<file path="src/rtl/lsu_pkg.sv">
// Shared definitions for the load/store unit: funct3 codes, FSM states and
// request classification helpers.
package lsu_pkg;

   localparam logic [2:0] F3_B  = 3'b000;
   localparam logic [2:0] F3_H  = 3'b001;
   localparam logic [2:0] F3_W  = 3'b010;
   localparam logic [2:0] F3_BU = 3'b100;
   localparam logic [2:0] F3_HU = 3'b101;

   typedef enum logic [2:0] {
      IDLE,
      LD_WAIT,
      LD_RESP,
      ST_WRITE,
      ERR
   } lsu_state_t;

   // Halfwords need an even address, words a 4-byte aligned one.
   function automatic logic misaligned(input logic [2:0] funct3, input logic [1:0] lane);
      logic mis;
      mis = 1'b0;
      case (funct3)
         F3_H, F3_HU: mis = lane[0];
         F3_W:        mis = (lane != 2'b00);
         default:     mis = 1'b0;
      endcase
      return mis;
   endfunction

   function automatic logic illegal_funct3(input logic store, input logic [2:0] funct3);
      if (store) begin
         return (funct3 > F3_W);
      end
      return (funct3 == 3'b011) || (funct3 == 3'b110) || (funct3 == 3'b111);
   endfunction

endpackage

</file>
<file path="src/rtl/lsu_load_align.sv">
// Combinational load extraction: picks the addressed byte/half/word out of a
// BRAM word and sign- or zero-extends it according to funct3.
module lsu_load_align
   import lsu_pkg::*;
(
   input  logic [31:0] rdata_i,
   input  logic [1:0]  lane_i,
   input  logic [2:0]  funct3_i,
   output logic [31:0] result_o
);

   logic [7:0]  byte_sel;
   logic [15:0] half_sel;

   always_comb begin
      byte_sel = rdata_i[{lane_i, 3'b000} +: 8];
      half_sel = lane_i[1] ? rdata_i[31:16] : rdata_i[15:0];
      case (funct3_i)
         F3_B:    result_o = {{24{byte_sel[7]}}, byte_sel};
         F3_BU:   result_o = {24'h0, byte_sel};
         F3_H:    result_o = {{16{half_sel[15]}}, half_sel};
         F3_HU:   result_o = {16'h0, half_sel};
         default: result_o = rdata_i;
      endcase
   end

endmodule

</file>
<file path="src/rtl/load_store_unit.sv">
// Single-outstanding load/store unit driving a 1-cycle synchronous byte-masked BRAM.
// Optional feature macro: LSU_MISALIGN_TRAP_EN (misaligned halves/words complete with err).
module load_store_unit
   import lsu_pkg::*;
#(
   parameter int DEPTH   = 128,
   parameter int MEM_LAT = 1,
   localparam int WA     = $clog2(DEPTH)
) (
   input  logic          clock,
   input  logic          reset,
   input  logic          req_valid,
   input  logic          req_store,
   input  logic [2:0]    req_funct3,
   input  logic [31:0]   req_addr,
   input  logic [31:0]   req_wdata,
   output logic          busy,
   output logic          done,
   output logic [31:0]   rsp_data,
   output logic          err,
   output logic [WA-1:0] mem_addr,
   output logic          mem_rd_en,
   output logic [3:0]    mem_wmask,
   output logic [31:0]   mem_wdata,
   input  logic [31:0]   mem_rdata
);

   if (MEM_LAT != 1) begin : g_bad_mem_lat
      $error("load_store_unit supports MEM_LAT == 1 only");
   end

   lsu_state_t    state_q, state_d;
   logic [WA+1:0] addr_q;
   logic [2:0]    funct3_q;
   logic          store_q;
   logic [31:0]   wdata_q;
   logic          accept;
   logic          req_bad;
   logic [31:0]   load_result;
   logic          unused_addr_hi;

   // Bytes above the memory window only alias, so they are not stored.
   assign unused_addr_hi = ^req_addr[31:WA+2];
   assign accept         = req_valid && (state_q == IDLE);

`ifdef LSU_MISALIGN_TRAP_EN
   assign req_bad = illegal_funct3(req_store, req_funct3) || misaligned(req_funct3, req_addr[1:0]);
`else
   assign req_bad = illegal_funct3(req_store, req_funct3);
`endif

   always_ff @(posedge clock) begin
      if (reset) begin
         state_q  <= IDLE;
         addr_q   <= '0;
         funct3_q <= '0;
         store_q  <= 1'b0;
         wdata_q  <= '0;
      end else begin
         state_q <= state_d;
         if (accept) begin
            addr_q   <= req_addr[WA+1:0];
            funct3_q <= req_funct3;
            store_q  <= req_store;
            wdata_q  <= req_wdata;
         end
      end
   end

   always_comb begin
      state_d = state_q;
      case (state_q)
         IDLE: begin
            if (req_valid) begin
               if (req_bad)        state_d = ERR;
               else if (req_store) state_d = ST_WRITE;
               else                state_d = LD_WAIT;
            end
         end
         LD_WAIT:  state_d = LD_RESP;
         LD_RESP:  state_d = IDLE;
         ST_WRITE: state_d = IDLE;
         ERR:      state_d = IDLE;
         default:  state_d = IDLE;
      endcase
   end

   lsu_load_align u_load_align (
      .rdata_i  (mem_rdata),
      .lane_i   (addr_q[1:0]),
      .funct3_i (funct3_q),
      .result_o (load_result)
   );

   // Completion and memory strobes are masked by reset so an aborted request
   // neither touches memory nor reports completion.
   always_comb begin
      busy      = (state_q != IDLE);
      done      = !reset && ((state_q == LD_RESP) || (state_q == ST_WRITE) || (state_q == ERR));
      mem_rd_en = !reset && (state_q == LD_WAIT);
      rsp_data  = (!reset && (state_q == LD_RESP) && !store_q) ? load_result : 32'h0;
      mem_addr  = addr_q[WA+1:2];
      mem_wmask = 4'b0000;
      case (funct3_q)
         F3_B:    mem_wdata = {4{wdata_q[7:0]}};
         F3_H:    mem_wdata = {2{wdata_q[15:0]}};
         default: mem_wdata = wdata_q;
      endcase
      if (!reset && (state_q == ST_WRITE)) begin
         case (funct3_q)
            F3_B:    mem_wmask = 4'b0001 << addr_q[1:0];
            F3_H:    mem_wmask = addr_q[1] ? 4'b1100 : 4'b0011;
            F3_W:    mem_wmask = 4'b1111;
            default: mem_wmask = 4'b0000;
         endcase
      end
   end

`ifdef LSU_MISALIGN_TRAP_EN
   assign err = !reset && (state_q == ERR);
`else
   assign err = 1'b0;
`endif

endmodule

</file>
<file path="config.mk">
export PLATFORM = sky130hd
export DESIGN_NAME = load_store_unit
export DESIGN_NICKNAME = d
export VERILOG_FILES = /design/src/rtl/lsu_pkg.sv /design/src/rtl/lsu_load_align.sv /design/src/rtl/load_store_unit.sv
export SDC_FILE = /design/constraint.sdc
export NUM_CORES = 1
export LEC_CHECK = 0
export ABC_AREA = 1
export CAP_MARGIN = 20
export CORE_MARGIN = 2
export CORE_UTILIZATION = 28
export CTS_CLUSTER_DIAMETER = 100
export DETAILED_ROUTE_END_ITERATION = 12
export PLACE_DENSITY_LB_ADDON = 0.1
export SLEW_MARGIN = 5
export SYNTH_ARGS = -nofsm -noshare
export SYNTH_HDL_FRONTEND = slang
export SYNTH_SLANG_ARGS = --single-unit
</file>
<file path="constraint.sdc">
create_clock -name clock -period 3.4 [get_ports clock]
set_clock_uncertainty 0.2 [all_clocks]
set_input_delay 0.85 -clock clock [delete_from_list [all_inputs] [get_ports clock]]
set_output_delay 0.85 -clock clock [all_outputs]
set_load 0.05 [all_outputs]
</file>
# == Word level (Yosys, flattened, before mapping) ==
# Cells that the tools add are included.
# op_classes
div,0
n_reduce_logical,15
n_eq_ne,12
n_addsub,0
bitwise,0
order_cmp,1
mux,14
n_shift,2
n_mul,0
# op_table
cell,count
$pmux 32 s4,1
$pmux 32 s2,1
$mux 32,1
$shiftx 32x6->8,1
$mux 16,1
$eq 3x3->1 const B,5
$eq 3x2->1 const B,4
$pmux 4 s3,1
$mux 4,2
$eq 3x1->1 const B,2
$logic_and 1x1->1,6
$logic_not 3->1,2
$mux 3,2
$pmux 3 s2,1
$logic_or 1x1->1,4
$shl 1x2->4 const A,1
$gt 3x2->1 const B,1
$mux 1,3
$reduce_bool 3->1,1
$logic_not 1->1,2
$mux 2,1
$ne 2x2->1 const B,1
# totals
out_inout_bits,79
word_cells,49
in_bits,103
latchBits,0
register_bits,48
memories,0
romBits,0
ramBits,0

# == Longest topological paths before layout ==
# logic_depth
ltp_word,7
ltp_mapped,9
depth_no_buf,7

# == Cells and area by module ==
# A second synthesis with hierarchy kept.
# unflattened
hier_cells,608
area_unflattened_um2,3544.6
# modules_own_cells
module,cells_per_inst,seq_area_each_um2,n_inst,area_per_inst_um2
load_store_unit,449,960.9,1,2732.6
lsu_load_align,159,0.0,1,812.0

# == Least setup slack after synthesis ==
# Ideal clock, no wire load.
# synth_timing
kind,input -> output
startpoint,in reset
endpoint,out rsp_data[10]
cell_stages,6
path_slack_ns,0.071
arrival_time_ns,2.279
path_buffers,1
required_time_ns,2.350
path_cell_list,nor2_1 -> nand2_1 -> nor3_2 -> buf_2 -> nand2_1 -> a21oi_1
# synth_via
elab_chain_len,4
# synth_lines
element,line_no,text
from (decl),load_store_unit.sv:11,"input logic reset,"
$logic_not 1->1,load_store_unit.sv:101,rsp_data = (!reset && (state_q == LD_RESP) && !store_q) ? load_result : 32'h0;
$logic_and 1x1->1 (2 in a row),load_store_unit.sv:101,
$mux 32,load_store_unit.sv:101,
to (decl),load_store_unit.sv:19,"output logic [31:0] rsp_data,"
# Every way passes these cells.

# == Worst setup path in the final report ==
# layout_timing
startpoint,in mem_rdata[23]
endpoint,out rsp_data[24]
# layout_via
elab_chain_len,3
# layout_lines
element,line_no,text
from (decl),load_store_unit.sv:25,input logic [31:0] mem_rdata
$shiftx 32x6->8,lsu_load_align.sv:16,"byte_sel = rdata_i[{lane_i, 3'b000} +: 8];"
$pmux 32 s4,lsu_load_align.sv:18,case (funct3_i)
$mux 32,load_store_unit.sv:101,
# Every way passes these cells.

==> run metrics <==
status finished clean; worst r2r src state_q[0]$_SDFFE_PP0P_; Clock Latency Late Sink around 0.28 ns; Fmax ~300 MHz; Core ar. ~12,000 sq um; Mapped Area 3500 sq um; Detail Route Antenna Nets 0; period utilization 0.990; initial antenna violation count 0; Worst R2R Setup Slack about 1.4 ns; min Tclk post-route 3.37 ns; Final setup viols 0; Rows 40; Multi-input gate area around 2000 sq um; CP max FO 24; first-pass GRT wire length 19,100 um; Final Non-Filler Cells 910; Yosys warning total 0; ANT cells 0; height of the die 116 um; Finished Cell Area roughly 6000 sq um; via count 4,134; Seq/Total Area, Yosys 0.275; via/cell ratio 4.54; Root Driver clkbuf_16; share of layout cells above drive strength 1 0.166; Leak Pwr 2.62 nW; final hold vios 0; Clock transition at path regs roughly 0.060 ns; fill cell count 1,239; Worst Hold End wdata_q[19]$_SDFFE_PP0P_; worst hold margin approximately 0.24 ns; total CTS buffers 5; gr usage total 0.178; Synth Net Count 712; worst min path class reg -> reg; CTS tree yes; Nets 844; I/O Pins roughly 180; Place WS -0.0882 ns; vias in the first global route roughly 4,000; Design Power 2.33 mW; worst path arrival time approximately 2.3 ns; Mapped Cells around 610; gr ovfl total 0; Critical Path RT 2.35 ns; die width between 100 and 150 um; htree depth 2; RSZ-0062 raised after global routing true; hold path depth 2; Core Util, Final 0.493; Worst Slack Setup Final 0.0337 ns; reg2reg path depth 5; port buffer count 157; register area 961 sq um; dpl hpwl 8930 um; first-pass detailed-route iteration total 4; Critical Path Source Type primary input; Placer Congestion 0.853; Residual DRC 0; Setup CP Type in -> out; largest net degree at the start of global routing 58; placed cells around 900; FF+latch count, synth 48; clock sink count 48; Clock Tree Buf Depth 2; area post-placement 5640 sq um; VDD IR max 0.287 mV; Distinct cells, synth 27; crit path capture type output port; Rel. slew slack 0.646; iteration-0 DRC count of the detailed router approximately 290; hold_sp wdata_q[19]$_SDFFE_PP0P_; DIE AREA 13,400 sq um; power per cell area just under 400 nW/um^2; area grow syn2layout 70.5%; WL final between 10,000 and 15,000 um; Mean Syn Cell Area between 5 and 6 sq um; TNS Setup 0 ns; Initial Util 0.289; wire length per cell 13.5 um; RR Endpoint state_q[1]$_SDFFE_PP0P_; Tightest Pin Transition 0.531 ns; Max-Cap Viols 0; max-slew violation count 0
-- worst max-delay path, cell delays in order --
cell             delay (ns)
clkdlybuf4s50_1        0.49
nand2_1                0.09
nand3_1                0.17
nand3_4                0.09
buf_12                 0.17
a21oi_1                0.27
buf_12                 0.18
-- area by class of cell --
class | count | share of cell area
clock inverters | 1 | 0.00503
inverters | 88 | 0.0558
well taps | 168 | 0.0352
repair buffers | 176 | 0.390
flip-flops and latches | 48 | 0.161
clock buffers | 7 | 0.0256
multi-input cells | 422 | 0.327
-- per-layer routing --
layer,up-vias,global-route usage,share of wire
li1,2137,-,-
met2,103,0.296,0.48
met1,1880,0.236,0.46
met4,0,0.0460,0.017
met5,-,0,0
met3,14,0.0350,0.050
-- state kept, by name (all words and copies together), names as in the netlist --
| register | cells |
|---|---|
| addr_q | 9 |
| funct3_q | 3 |
| state_q | 3 |
| store_q | 1 |
| wdata_q | 32 |
-- cells in the final DEF, fill, tap and decap left out, drive strengths merged --
cell type	instances
clkbuf	7
dfxtp	48
dlygate4sd2	1
or2	6
bufinv	1
inv	87
clkdlybuf4s50	94
nand3	33
o21ai	40
nand2	240
nand4	1
clkinv	1
buf	81
nor3	3
conb	1
o22ai	9
nor2	13
a21oi	76
-- Yosys cell counts --
cell type | count | area share
buf_4 | 19 | 0.041
or2_0 | 2 | 0.0036
nor3_1 | 1 | 0.0014
o21ai_0 | 40 | 0.057
nor3_4 | 1 | 0.0046
nor2_1 | 11 | 0.012
clkbuf_1 | 13 | 0.014
nor3_2 | 1 | 0.0029
nand4_1 | 1 | 0.0018
nand3_1 | 32 | 0.046
or2_2 | 4 | 0.0071
nor2_4 | 2 | 0.0064
nand2_4 | 3 | 0.0097
conb_1 | 1 | 0.0011
buf_6 | 4 | 0.013
a21oi_1 | 72 | 0.10
inv_1 | 82 | 0.088
buf_2 | 14 | 0.020
o22ai_1 | 9 | 0.016
a21oi_2 | 4 | 0.010
clkinv_1 | 1 | 0.0011
nand2_1 | 237 | 0.25
inv_4 | 1 | 0.0018
inv_2 | 4 | 0.0043
buf_1 | 1 | 0.0011
nand3_4 | 1 | 0.0050
dfxtp_1 | 48 | 0.27
-- logic make-up after synthesis --
logic type      Yosys count  share of synthesized area
compound gates          125                      0.186
simple gates            296                      0.354
flops                    48                      0.275
other cells               1                    0.00107
buf+inv                 139                      0.184
-- how the worst max path moves through the flow --
stage                        startpoint            to  slack, ns  cells after the start
after floorplan                   reset  rsp_data[10]       0.07                      6
after CTS                         reset  rsp_data[20]      0.007                      9
after global placement            reset  rsp_data[20]      -0.08                      8
after detailed placement          reset  rsp_data[20]      -0.09                      8
after global routing      mem_rdata[23]  rsp_data[27]      -0.03                      7
final                     mem_rdata[23]  rsp_data[24]       0.03                      7
-- power breakdown --
group,leakage [nW],internal (mW),switching [mW]
clock network,0.0901,0.388,0.215
logic,2.14,0.422,0.656
registers,0.397,0.613,0.0389
-- repair_timing --
item / in CTS / in global routing
cloned: 2 / 0
hold endpoints to repair: 0 / 0
hold buffers: 0 / 0
setup endpoints to repair: 29 / 32
buffers inserted: 4 / 0
gates resized for setup: 11 / 6
pin swaps: 3 / 4
Power figures use the tool's default switching activity.
